`src/rtl/parking_gate_controller_if.sv`:
```
// ---------------------------------------------------------------------------
// parking_gate_controller_if
//
// Bundles the barrier sensors, occupancy flags and controller outputs of the
// parking gate controller into one connection.
//
//   Parameter CNT_W : width of the statistics counters.
//
//   Driven by the environment (master -> slave):
//     entry_request, entry_is_uni, entry_passed   entry barrier request/class/loop
//     exit_request,  exit_is_uni,  exit_passed    exit barrier request/class/loop
//     uni_is_vacated_space, free_is_vacated_space occupancy counter space flags
//
//   Driven by the controller (slave -> master):
//     car_entered, is_uni_car_entered             completed entry pulse + class
//     car_exited,  is_uni_car_exited              completed exit pulse + class
//     entry_gate_open, exit_gate_open             barrier drives
//     entry_denied                                entry refused (no space) pulse
//     gate_timeout[1:0]                           bit0 entry, bit1 exit timeout
//     entry_count, exit_count, denied_count       saturating statistics
// ---------------------------------------------------------------------------
interface parking_gate_controller_if #(
    parameter int CNT_W = 10
) ();

    logic             entry_request;
    logic             entry_is_uni;
    logic             entry_passed;
    logic             exit_request;
    logic             exit_is_uni;
    logic             exit_passed;
    logic             uni_is_vacated_space;
    logic             free_is_vacated_space;

    logic             car_entered;
    logic             is_uni_car_entered;
    logic             car_exited;
    logic             is_uni_car_exited;
    logic             entry_gate_open;
    logic             exit_gate_open;
    logic             entry_denied;
    logic [1:0]       gate_timeout;
    logic [CNT_W-1:0] entry_count;
    logic [CNT_W-1:0] exit_count;
    logic [CNT_W-1:0] denied_count;

    // Environment side: drives sensors and flags, observes the controller.
    modport master (
        output entry_request, entry_is_uni, entry_passed,
        output exit_request, exit_is_uni, exit_passed,
        output uni_is_vacated_space, free_is_vacated_space,
        input  car_entered, is_uni_car_entered, car_exited, is_uni_car_exited,
        input  entry_gate_open, exit_gate_open, entry_denied, gate_timeout,
        input  entry_count, exit_count, denied_count
    );

    // Controller side.
    modport slave (
        input  entry_request, entry_is_uni, entry_passed,
        input  exit_request, exit_is_uni, exit_passed,
        input  uni_is_vacated_space, free_is_vacated_space,
        output car_entered, is_uni_car_entered, car_exited, is_uni_car_exited,
        output entry_gate_open, exit_gate_open, entry_denied, gate_timeout,
        output entry_count, exit_count, denied_count
    );

endinterface

```
`src/rtl/parking_gate_controller.sv`:
```
// ---------------------------------------------------------------------------
// parking_gate_controller
//
// Two independent barrier FSMs (entry and exit), each IDLE -> OPEN -> REPORT
// -> HOLD -> IDLE. Entry checks the space flag matching the car class before
// opening; exit always opens. An open gate closes either when the loop sensor
// reports the car through (-> REPORT, one car pulse) or after GATE_TIMEOUT
// cycles (-> IDLE, one timeout pulse). HOLD keeps the reported class stable
// for one cycle after the car pulse so the downstream counter, which counts
// on the falling edge of the pulse, samples a settled class.
//
// Ports:
//   clock   : system clock, all state changes on its rising edge
//   reset   : synchronous active-high reset
//   bus     : parking_gate_controller_if.slave (sensors, flags, outputs)
//
// Parameters:
//   GATE_TIMEOUT : max cycles a barrier stays open (2..255), default 16
//   CNT_W        : statistics counter width, default 10
// ---------------------------------------------------------------------------
module parking_gate_controller #(
    parameter int GATE_TIMEOUT = 16,
    parameter int CNT_W        = 10
) (
    input  logic                            clock,
    input  logic                            reset,
    parking_gate_controller_if.slave        bus
);

    typedef enum logic [1:0] {
        IDLE,
        OPEN,
        REPORT,
        HOLD
    } lane_state_t;

    // Wait counter runs 0..GATE_TIMEOUT-1; the last value triggers timeout.
    localparam logic [7:0] WAIT_LAST = 8'(GATE_TIMEOUT - 1);

    // Counters stop at all-ones instead of wrapping.
    function automatic logic [CNT_W-1:0] sat_inc(input logic [CNT_W-1:0] value);
        return (value == {CNT_W{1'b1}}) ? value : value + CNT_W'(1);
    endfunction

    // ---------------------------------------------------------------- entry
    lane_state_t      entry_state_q;
    logic             entry_class_q;
    logic [7:0]       entry_wait_q;
    logic             entry_gate_q;
    logic             car_entered_q;
    logic             is_uni_entered_q;
    logic             entry_denied_q;
    logic             entry_timeout_q;
    logic [CNT_W-1:0] entry_count_q;
    logic [CNT_W-1:0] denied_count_q;
    logic             entry_space;

    // Space is judged against the class presented with this request.
    assign entry_space = bus.entry_is_uni ? bus.uni_is_vacated_space
                                          : bus.free_is_vacated_space;

    always_ff @(posedge clock) begin
        // NOTE: all state here uses non-blocking assignments so every register
        // samples pre-edge values; reset is synchronous and clears the
        // statistics counters as well as the FSM.
        if (reset) begin
            entry_state_q    <= IDLE;
            entry_class_q    <= 1'b0;
            entry_wait_q     <= '0;
            entry_gate_q     <= 1'b0;
            car_entered_q    <= 1'b0;
            is_uni_entered_q <= 1'b0;
            entry_denied_q   <= 1'b0;
            entry_timeout_q  <= 1'b0;
            entry_count_q    <= '0;
            denied_count_q   <= '0;
        end else begin
            // Pulse outputs default low; the branches below raise them for
            // exactly one cycle.
            car_entered_q   <= 1'b0;
            entry_denied_q  <= 1'b0;
            entry_timeout_q <= 1'b0;

            case (entry_state_q)
                IDLE: begin
                    if (bus.entry_request) begin
                        entry_class_q <= bus.entry_is_uni;
                        if (entry_space) begin
                            entry_state_q <= OPEN;
                            entry_gate_q  <= 1'b1;
                            entry_wait_q  <= '0;
                        end else begin
                            entry_denied_q <= 1'b1;
                            denied_count_q <= sat_inc(denied_count_q);
                        end
                    end
                end
                OPEN: begin
                    // A car passing on the last allowed cycle still counts.
                    if (bus.entry_passed) begin
                        entry_state_q    <= REPORT;
                        entry_gate_q     <= 1'b0;
                        car_entered_q    <= 1'b1;
                        is_uni_entered_q <= entry_class_q;
                        entry_count_q    <= sat_inc(entry_count_q);
                    end else if (entry_wait_q == WAIT_LAST) begin
                        entry_state_q   <= IDLE;
                        entry_gate_q    <= 1'b0;
                        entry_timeout_q <= 1'b1;
                    end else begin
                        entry_wait_q <= entry_wait_q + 8'd1;
                    end
                end
                REPORT:  entry_state_q <= HOLD;
                HOLD:    entry_state_q <= IDLE;
                default: entry_state_q <= IDLE;
            endcase
        end
    end

    // ----------------------------------------------------------------- exit
    lane_state_t      exit_state_q;
    logic             exit_class_q;
    logic [7:0]       exit_wait_q;
    logic             exit_gate_q;
    logic             car_exited_q;
    logic             is_uni_exited_q;
    logic             exit_timeout_q;
    logic [CNT_W-1:0] exit_count_q;

    always_ff @(posedge clock) begin
        if (reset) begin
            exit_state_q    <= IDLE;
            exit_class_q    <= 1'b0;
            exit_wait_q     <= '0;
            exit_gate_q     <= 1'b0;
            car_exited_q    <= 1'b0;
            is_uni_exited_q <= 1'b0;
            exit_timeout_q  <= 1'b0;
            exit_count_q    <= '0;
        end else begin
            car_exited_q   <= 1'b0;
            exit_timeout_q <= 1'b0;

            case (exit_state_q)
                IDLE: begin
                    // Leaving never needs a space check.
                    if (bus.exit_request) begin
                        exit_class_q <= bus.exit_is_uni;
                        exit_state_q <= OPEN;
                        exit_gate_q  <= 1'b1;
                        exit_wait_q  <= '0;
                    end
                end
                OPEN: begin
                    if (bus.exit_passed) begin
                        exit_state_q    <= REPORT;
                        exit_gate_q     <= 1'b0;
                        car_exited_q    <= 1'b1;
                        is_uni_exited_q <= exit_class_q;
                        exit_count_q    <= sat_inc(exit_count_q);
                    end else if (exit_wait_q == WAIT_LAST) begin
                        exit_state_q   <= IDLE;
                        exit_gate_q    <= 1'b0;
                        exit_timeout_q <= 1'b1;
                    end else begin
                        exit_wait_q <= exit_wait_q + 8'd1;
                    end
                end
                REPORT:  exit_state_q <= HOLD;
                HOLD:    exit_state_q <= IDLE;
                default: exit_state_q <= IDLE;
            endcase
        end
    end

    // -------------------------------------------------------------- outputs
    assign bus.car_entered        = car_entered_q;
    assign bus.is_uni_car_entered = is_uni_entered_q;
    assign bus.car_exited         = car_exited_q;
    assign bus.is_uni_car_exited  = is_uni_exited_q;
    assign bus.entry_gate_open    = entry_gate_q;
    assign bus.exit_gate_open     = exit_gate_q;
    assign bus.entry_denied       = entry_denied_q;
    assign bus.gate_timeout       = {exit_timeout_q, entry_timeout_q};
    assign bus.entry_count        = entry_count_q;
    assign bus.exit_count         = exit_count_q;
    assign bus.denied_count       = denied_count_q;

endmodule

```
`src/flat_wrapper.sv`:
```
// flat-port wrapper written by rule: the top's interface ports become plain ports
module parking_gate_controller_flat 
#(
    parameter int GATE_TIMEOUT = 16,
    parameter int CNT_W        = 10
)
  (clock, reset, bus_entry_request, bus_entry_is_uni, bus_entry_passed, bus_exit_request, bus_exit_is_uni, bus_exit_passed, bus_uni_is_vacated_space, bus_free_is_vacated_space, bus_car_entered, bus_is_uni_car_entered, bus_car_exited, bus_is_uni_car_exited, bus_entry_gate_open, bus_exit_gate_open, bus_entry_denied, bus_gate_timeout, bus_entry_count, bus_exit_count, bus_denied_count);
  parking_gate_controller_if #(.CNT_W(CNT_W)) bus_i ();
  input  logic clock;
  input  logic reset;
  input wire logic [$bits(bus_i.entry_request)-1:0] bus_entry_request;
  input wire logic [$bits(bus_i.entry_is_uni)-1:0] bus_entry_is_uni;
  input wire logic [$bits(bus_i.entry_passed)-1:0] bus_entry_passed;
  input wire logic [$bits(bus_i.exit_request)-1:0] bus_exit_request;
  input wire logic [$bits(bus_i.exit_is_uni)-1:0] bus_exit_is_uni;
  input wire logic [$bits(bus_i.exit_passed)-1:0] bus_exit_passed;
  input wire logic [$bits(bus_i.uni_is_vacated_space)-1:0] bus_uni_is_vacated_space;
  input wire logic [$bits(bus_i.free_is_vacated_space)-1:0] bus_free_is_vacated_space;
  output wire logic [$bits(bus_i.car_entered)-1:0] bus_car_entered;
  output wire logic [$bits(bus_i.is_uni_car_entered)-1:0] bus_is_uni_car_entered;
  output wire logic [$bits(bus_i.car_exited)-1:0] bus_car_exited;
  output wire logic [$bits(bus_i.is_uni_car_exited)-1:0] bus_is_uni_car_exited;
  output wire logic [$bits(bus_i.entry_gate_open)-1:0] bus_entry_gate_open;
  output wire logic [$bits(bus_i.exit_gate_open)-1:0] bus_exit_gate_open;
  output wire logic [$bits(bus_i.entry_denied)-1:0] bus_entry_denied;
  output wire logic [$bits(bus_i.gate_timeout)-1:0] bus_gate_timeout;
  output wire logic [$bits(bus_i.entry_count)-1:0] bus_entry_count;
  output wire logic [$bits(bus_i.exit_count)-1:0] bus_exit_count;
  output wire logic [$bits(bus_i.denied_count)-1:0] bus_denied_count;
  assign bus_i.entry_request = bus_entry_request;
  assign bus_i.entry_is_uni = bus_entry_is_uni;
  assign bus_i.entry_passed = bus_entry_passed;
  assign bus_i.exit_request = bus_exit_request;
  assign bus_i.exit_is_uni = bus_exit_is_uni;
  assign bus_i.exit_passed = bus_exit_passed;
  assign bus_i.uni_is_vacated_space = bus_uni_is_vacated_space;
  assign bus_i.free_is_vacated_space = bus_free_is_vacated_space;
  assign bus_car_entered = bus_i.car_entered;
  assign bus_is_uni_car_entered = bus_i.is_uni_car_entered;
  assign bus_car_exited = bus_i.car_exited;
  assign bus_is_uni_car_exited = bus_i.is_uni_car_exited;
  assign bus_entry_gate_open = bus_i.entry_gate_open;
  assign bus_exit_gate_open = bus_i.exit_gate_open;
  assign bus_entry_denied = bus_i.entry_denied;
  assign bus_gate_timeout = bus_i.gate_timeout;
  assign bus_entry_count = bus_i.entry_count;
  assign bus_exit_count = bus_i.exit_count;
  assign bus_denied_count = bus_i.denied_count;
  parking_gate_controller #(.GATE_TIMEOUT(GATE_TIMEOUT), .CNT_W(CNT_W)) u_core (.clock(clock), .reset(reset), .bus(bus_i));
endmodule
```
`config.mk`:
```
export PLATFORM = sky130hd
export DESIGN_NAME = parking_gate_controller_flat
export DESIGN_NICKNAME = d
export VERILOG_FILES = /design/src/rtl/parking_gate_controller_if.sv /design/src/rtl/parking_gate_controller.sv /design/src/flat_wrapper.sv
export SDC_FILE = /design/constraint.sdc
export NUM_CORES = 1
export LEC_CHECK = 0
export BUFFER_PORTS_ARGS = -buffer_cell sky130_fd_sc_hd__buf_2
export CAP_MARGIN = 20
export CORE_ASPECT_RATIO = 0.9
export CORE_MARGIN = 2
export CORE_UTILIZATION = 50
export CTS_BUF_LIST = sky130_fd_sc_hd__clkbuf_4 sky130_fd_sc_hd__clkbuf_8
export DETAILED_ROUTE_END_ITERATION = 10
export PLACE_DENSITY = 0.72
export SETUP_SLACK_MARGIN = 0.15
export SLEW_MARGIN = 20
export SYNTH_ARGS = -nofsm -noshare
export SYNTH_HDL_FRONTEND = slang
export SYNTH_SLANG_ARGS = --single-unit
```
`constraint.sdc`:
```
create_clock -name clock -period 5.4 [get_ports clock]
set_input_delay 1.62 -clock clock [delete_from_list [all_inputs] [get_ports clock]]
set_output_delay 1.62 -clock clock [all_outputs]
set_load 0.01 [all_outputs]
```
==> flow_metrics.tcl <==
set metrics [dict create \
    status "finished clean" \
    vias_per_cell 5.97 \
    critical_path.startpoint_type "input port" \
    start_util_pct 51.4 \
    avgSynthCellArea_um2 8.57 \
    peakVddDrop_v 0.000194 \
    worst_slack_ns 2.27 \
    drt_iter0_drc 184 \
    dp_hpwl_um 4180 \
    clk_latency_ns 0.34 \
    hold_viol 0 \
    grt.overflow.total 0 \
    dieArea_um2 6420 \
    clock-sinks 61 \
    worstPathMaxFanout 54 \
    min_path_cells 2 \
    synth_ff_type "dfxtp_1" \
    chipWidth_um 84.2 \
    cpMaxStageDelayCell "or3b_1" \
    drive_above_1_share_pct 19.2 \
    cts_hold_buf 0 \
    grt_max_degree 55 \
    critical-path-max-stage-delay_ns 0.58 \
    n_fill_cell 538 \
    clock_skew_ns 0.00593 \
    critPathCaptureType "register" \
    syn-cell-area_um2 2900 \
    switching_share_pct 24.2 \
    dpl-instance-area_um2 3160 \
    die_h_um 76.2 \
    synthTopCellsByArea "dfxtp_1 (42%), a21oi_1 (6.2%), nand3_1 (4.0%), nor2_1 (3.4%), nand2_1 (2.9%)" \
    p_comb_share_pct 7.1 \
    synth_nets 353 \
    synth-edff-count 0 \
    critPathBufInv 1 \
    worst_pin_slew_ns 0.950 \
    core_um2 5630 \
    clock.fmax_mhz 319 \
    critical_path_class "in -> reg" \
    final_cell_area_um2 3330 \
    cts-resized-gates 0 \
    timing.hold.ws_ns 0.450 \
    yosys.area.top_type "dfxtp_1" \
    grt_pass1_vias 2485 \
    synth-simple-area-share_pct 28.4 \
    area_growth_pct 15.0 \
    max-cap-violations 0 \
    cp.depth 5 \
    seq_area_frac_synth_pct 42.2 \
    finalWirelength_um 6150 \
    h-tree-depth 3 \
    vias 2724 \
    intPower_mw 0.673 \
    io_buffers 48 \
    track_usage_pct 20.6 \
    cts_setup_buffers 0 \
    synth.top_cell.area_share_pct 42.2 \
    ys_warn_count 0 \
    gp_congestion 0.836 \
    syn_inst 338 \
    leakage_nw 1.30 \
    total_power_mw 0.888 \
    critPathArrivalTime_ns 3.40 \
    pwr-share-clk_pct 40.1 \
    drv_slew 0 \
    cts_made_buffers 9 \
    final.period_utilization_pct 58.0 \
    dp_slack_ns 1.93 \
    cp_cell_sequence "buf_2 > or3b_1 > a211oi_1 > a41oi_1 > a31oi_1" \
    yosys.area_share.xor_xnor_pct 2.12 \
    num_rows 26 \
    worstPathRequired_ns 5.66 \
    setup_viol 0 \
    fin_cells 456 \
    pin_count 49 \
    antenna_found_initial 0 \
    crit_family "compound AO/OA/AOI/OAI gates" \
    clk_pin_slew_ns 0.06 \
    synth_top_family_by_area "simple AND/OR/NAND/NOR gates" \
    synthAdderAreaFrac_pct 2.16 \
    synth_compound_area_share_pct 17.7 \
    setup-tns-final_ns 0 \
    switchingPower_mw 0.214 \
    clock_path_buffers 2 \
    cts_root_buf "clkbuf_8" \
    rsz0062_at_grt "no" \
    drc 0 \
    firstDrtPassIters 5 \
    finish.utilization_pct 59.2 \
    ys_ff_latch 61 \
    ant_nets 0 \
    synthArstFlopShare_pct 0 \
    synth.distinct_cells 51 \
    num_antenna_cells 0 \
    hold_class "reg -> reg" \
    relSlewSlack_pct 36.7 \
    nets 397 \
    numPlacedInstances 441 \
    synth.mux.area_fraction_pct 3.37 \
    p_seq_share_pct 52.9 \
    reg2regPathDepth 4 \
    wl_per_cell_um 13.5 \
    cts_tree "yes" \
    timing.final.crit_period_ns 3.13 \
    grt_pass1_wl_um 10900 \
    power-per-cell-area_nw_per_um2 267 \
]
[cells in the final DEF (no fill, tap or decap), types with 3 or more instances in the layout]
| master | n |
|---|---|
| o21ai_0 | 12 |
| and3_1 | 7 |
| o21a_1 | 4 |
| ha_1 | 5 |
| a211o_1 | 3 |
| mux2i_1 | 3 |
| nand3_1 | 23 |
| dfxtp_1 | 61 |
| or3_1 | 9 |
| o2111ai_1 | 3 |
| buf_2 | 48 |
| nor2b_1 | 4 |
| clkbuf_8 | 10 |
| mux2_2 | 4 |
| clkbuf_4 | 3 |
| nand4_1 | 5 |
| nor4_1 | 10 |
| xor2_1 | 5 |
| or4_1 | 8 |
| a21oi_1 | 36 |
| nand2b_1 | 5 |
| nor3_1 | 7 |
| inv_1 | 10 |
| nor3b_1 | 4 |
| nor2_1 | 26 |
| a31oi_1 | 3 |
| o31ai_1 | 9 |
| nand2_1 | 22 |
| nand4b_1 | 3 |
[kinds of logic after synthesis]
logic type | after synthesis
DFF | 61
AOI/OAI and AO/OA | 82
adders and majority gates | 5
and+or+nand+nor | 147
buffers and inverters | 27
muxes | 9
xor gates and xnor gates | 7
[final timing paths]
| kind | from | end | slack (ns) |
|---|---|---|---|
| worst max-delay path | reset | u_core.entry_wait_q[5] | 2.27 |
| worst min-delay path | u_core.bus.is_uni_car_entered | u_core.bus.is_uni_car_entered | 0.45 |
| worst max register to register | u_core.entry_state_q[0] | u_core.bus.denied_count[9] | 3.31 |
| worst min register to register | u_core.bus.is_uni_car_entered | u_core.bus.is_uni_car_entered | 0.45 |
[state kept, by name, indices dropped and copies added, names as in the netlist, 8 cells and up, named ones only]
name,flops
u_core.bus.entry_count,10
u_core.bus.exit_count,10
u_core.exit_wait_q,8
u_core.bus.denied_count,10
u_core.entry_wait_q,8
[cells in the mapped netlist (all sizes together), types with 2 or more instances]
| library cell | instances |
|---|---|
| a211oi | 2 |
| nand3b | 2 |
| a21oi | 36 |
| nand3 | 23 |
| nand2 | 22 |
| o21ai | 13 |
| o2111ai | 3 |
| nor3 | 7 |
| nand4b | 3 |
| and3b | 2 |
| or3b | 5 |
| or3 | 9 |
| clkbuf | 10 |
| ha | 5 |
| inv | 10 |
| and3 | 7 |
| a31oi | 3 |
| dfxtp | 61 |
| xor2 | 5 |
| a2111o | 2 |
| nor4 | 11 |
| nor2 | 26 |
| xnor2 | 2 |
| o21a | 4 |
| a211o | 3 |
| nor2b | 4 |
| mux2 | 6 |
| mux2i | 3 |
| nor3b | 4 |
| or4 | 9 |
| nand2b | 5 |
| buf | 7 |
| nand4 | 5 |
| o31ai | 9 |
| o41ai | 2 |
[power groups by stage]
stage	registers [mW]	logic, mW	clock network [mW]
floorplan	0.477	0.0468	0
global placement	0.478	0.0616	0
detailed placement	0.479	0.0627	0
CTS	0.469	0.0630	0.367
global route	0.471	0.0714	0.388
finish	0.469	0.0626	0.356
[cell type report]
class	instances	area [µm²]	area share [%]
clock buffer	13	160	4.81
clock inverter	2	10.0	0.301
inverter	10	37.5	1.13
multi-input combinational	250	1560	46.8
sequential	61	1220	36.7
tap	70	87.6	2.63
timing repair buffer	50	255	7.67
[layer usage]
metal	GRT usage (%)	part of all wire, %
met5	0	0
met4	7.26	1.0
met3	6.83	6.1
met2	33.9	46
met1	25.2	47
[tightest hold or removal path: cells and delay by family (launching register included)]
family	cells	cell delay, ns
compound gates	1	0.05
flops	1	0.30
simple gates	1	0.05
Power figures use the tool's default switching activity.
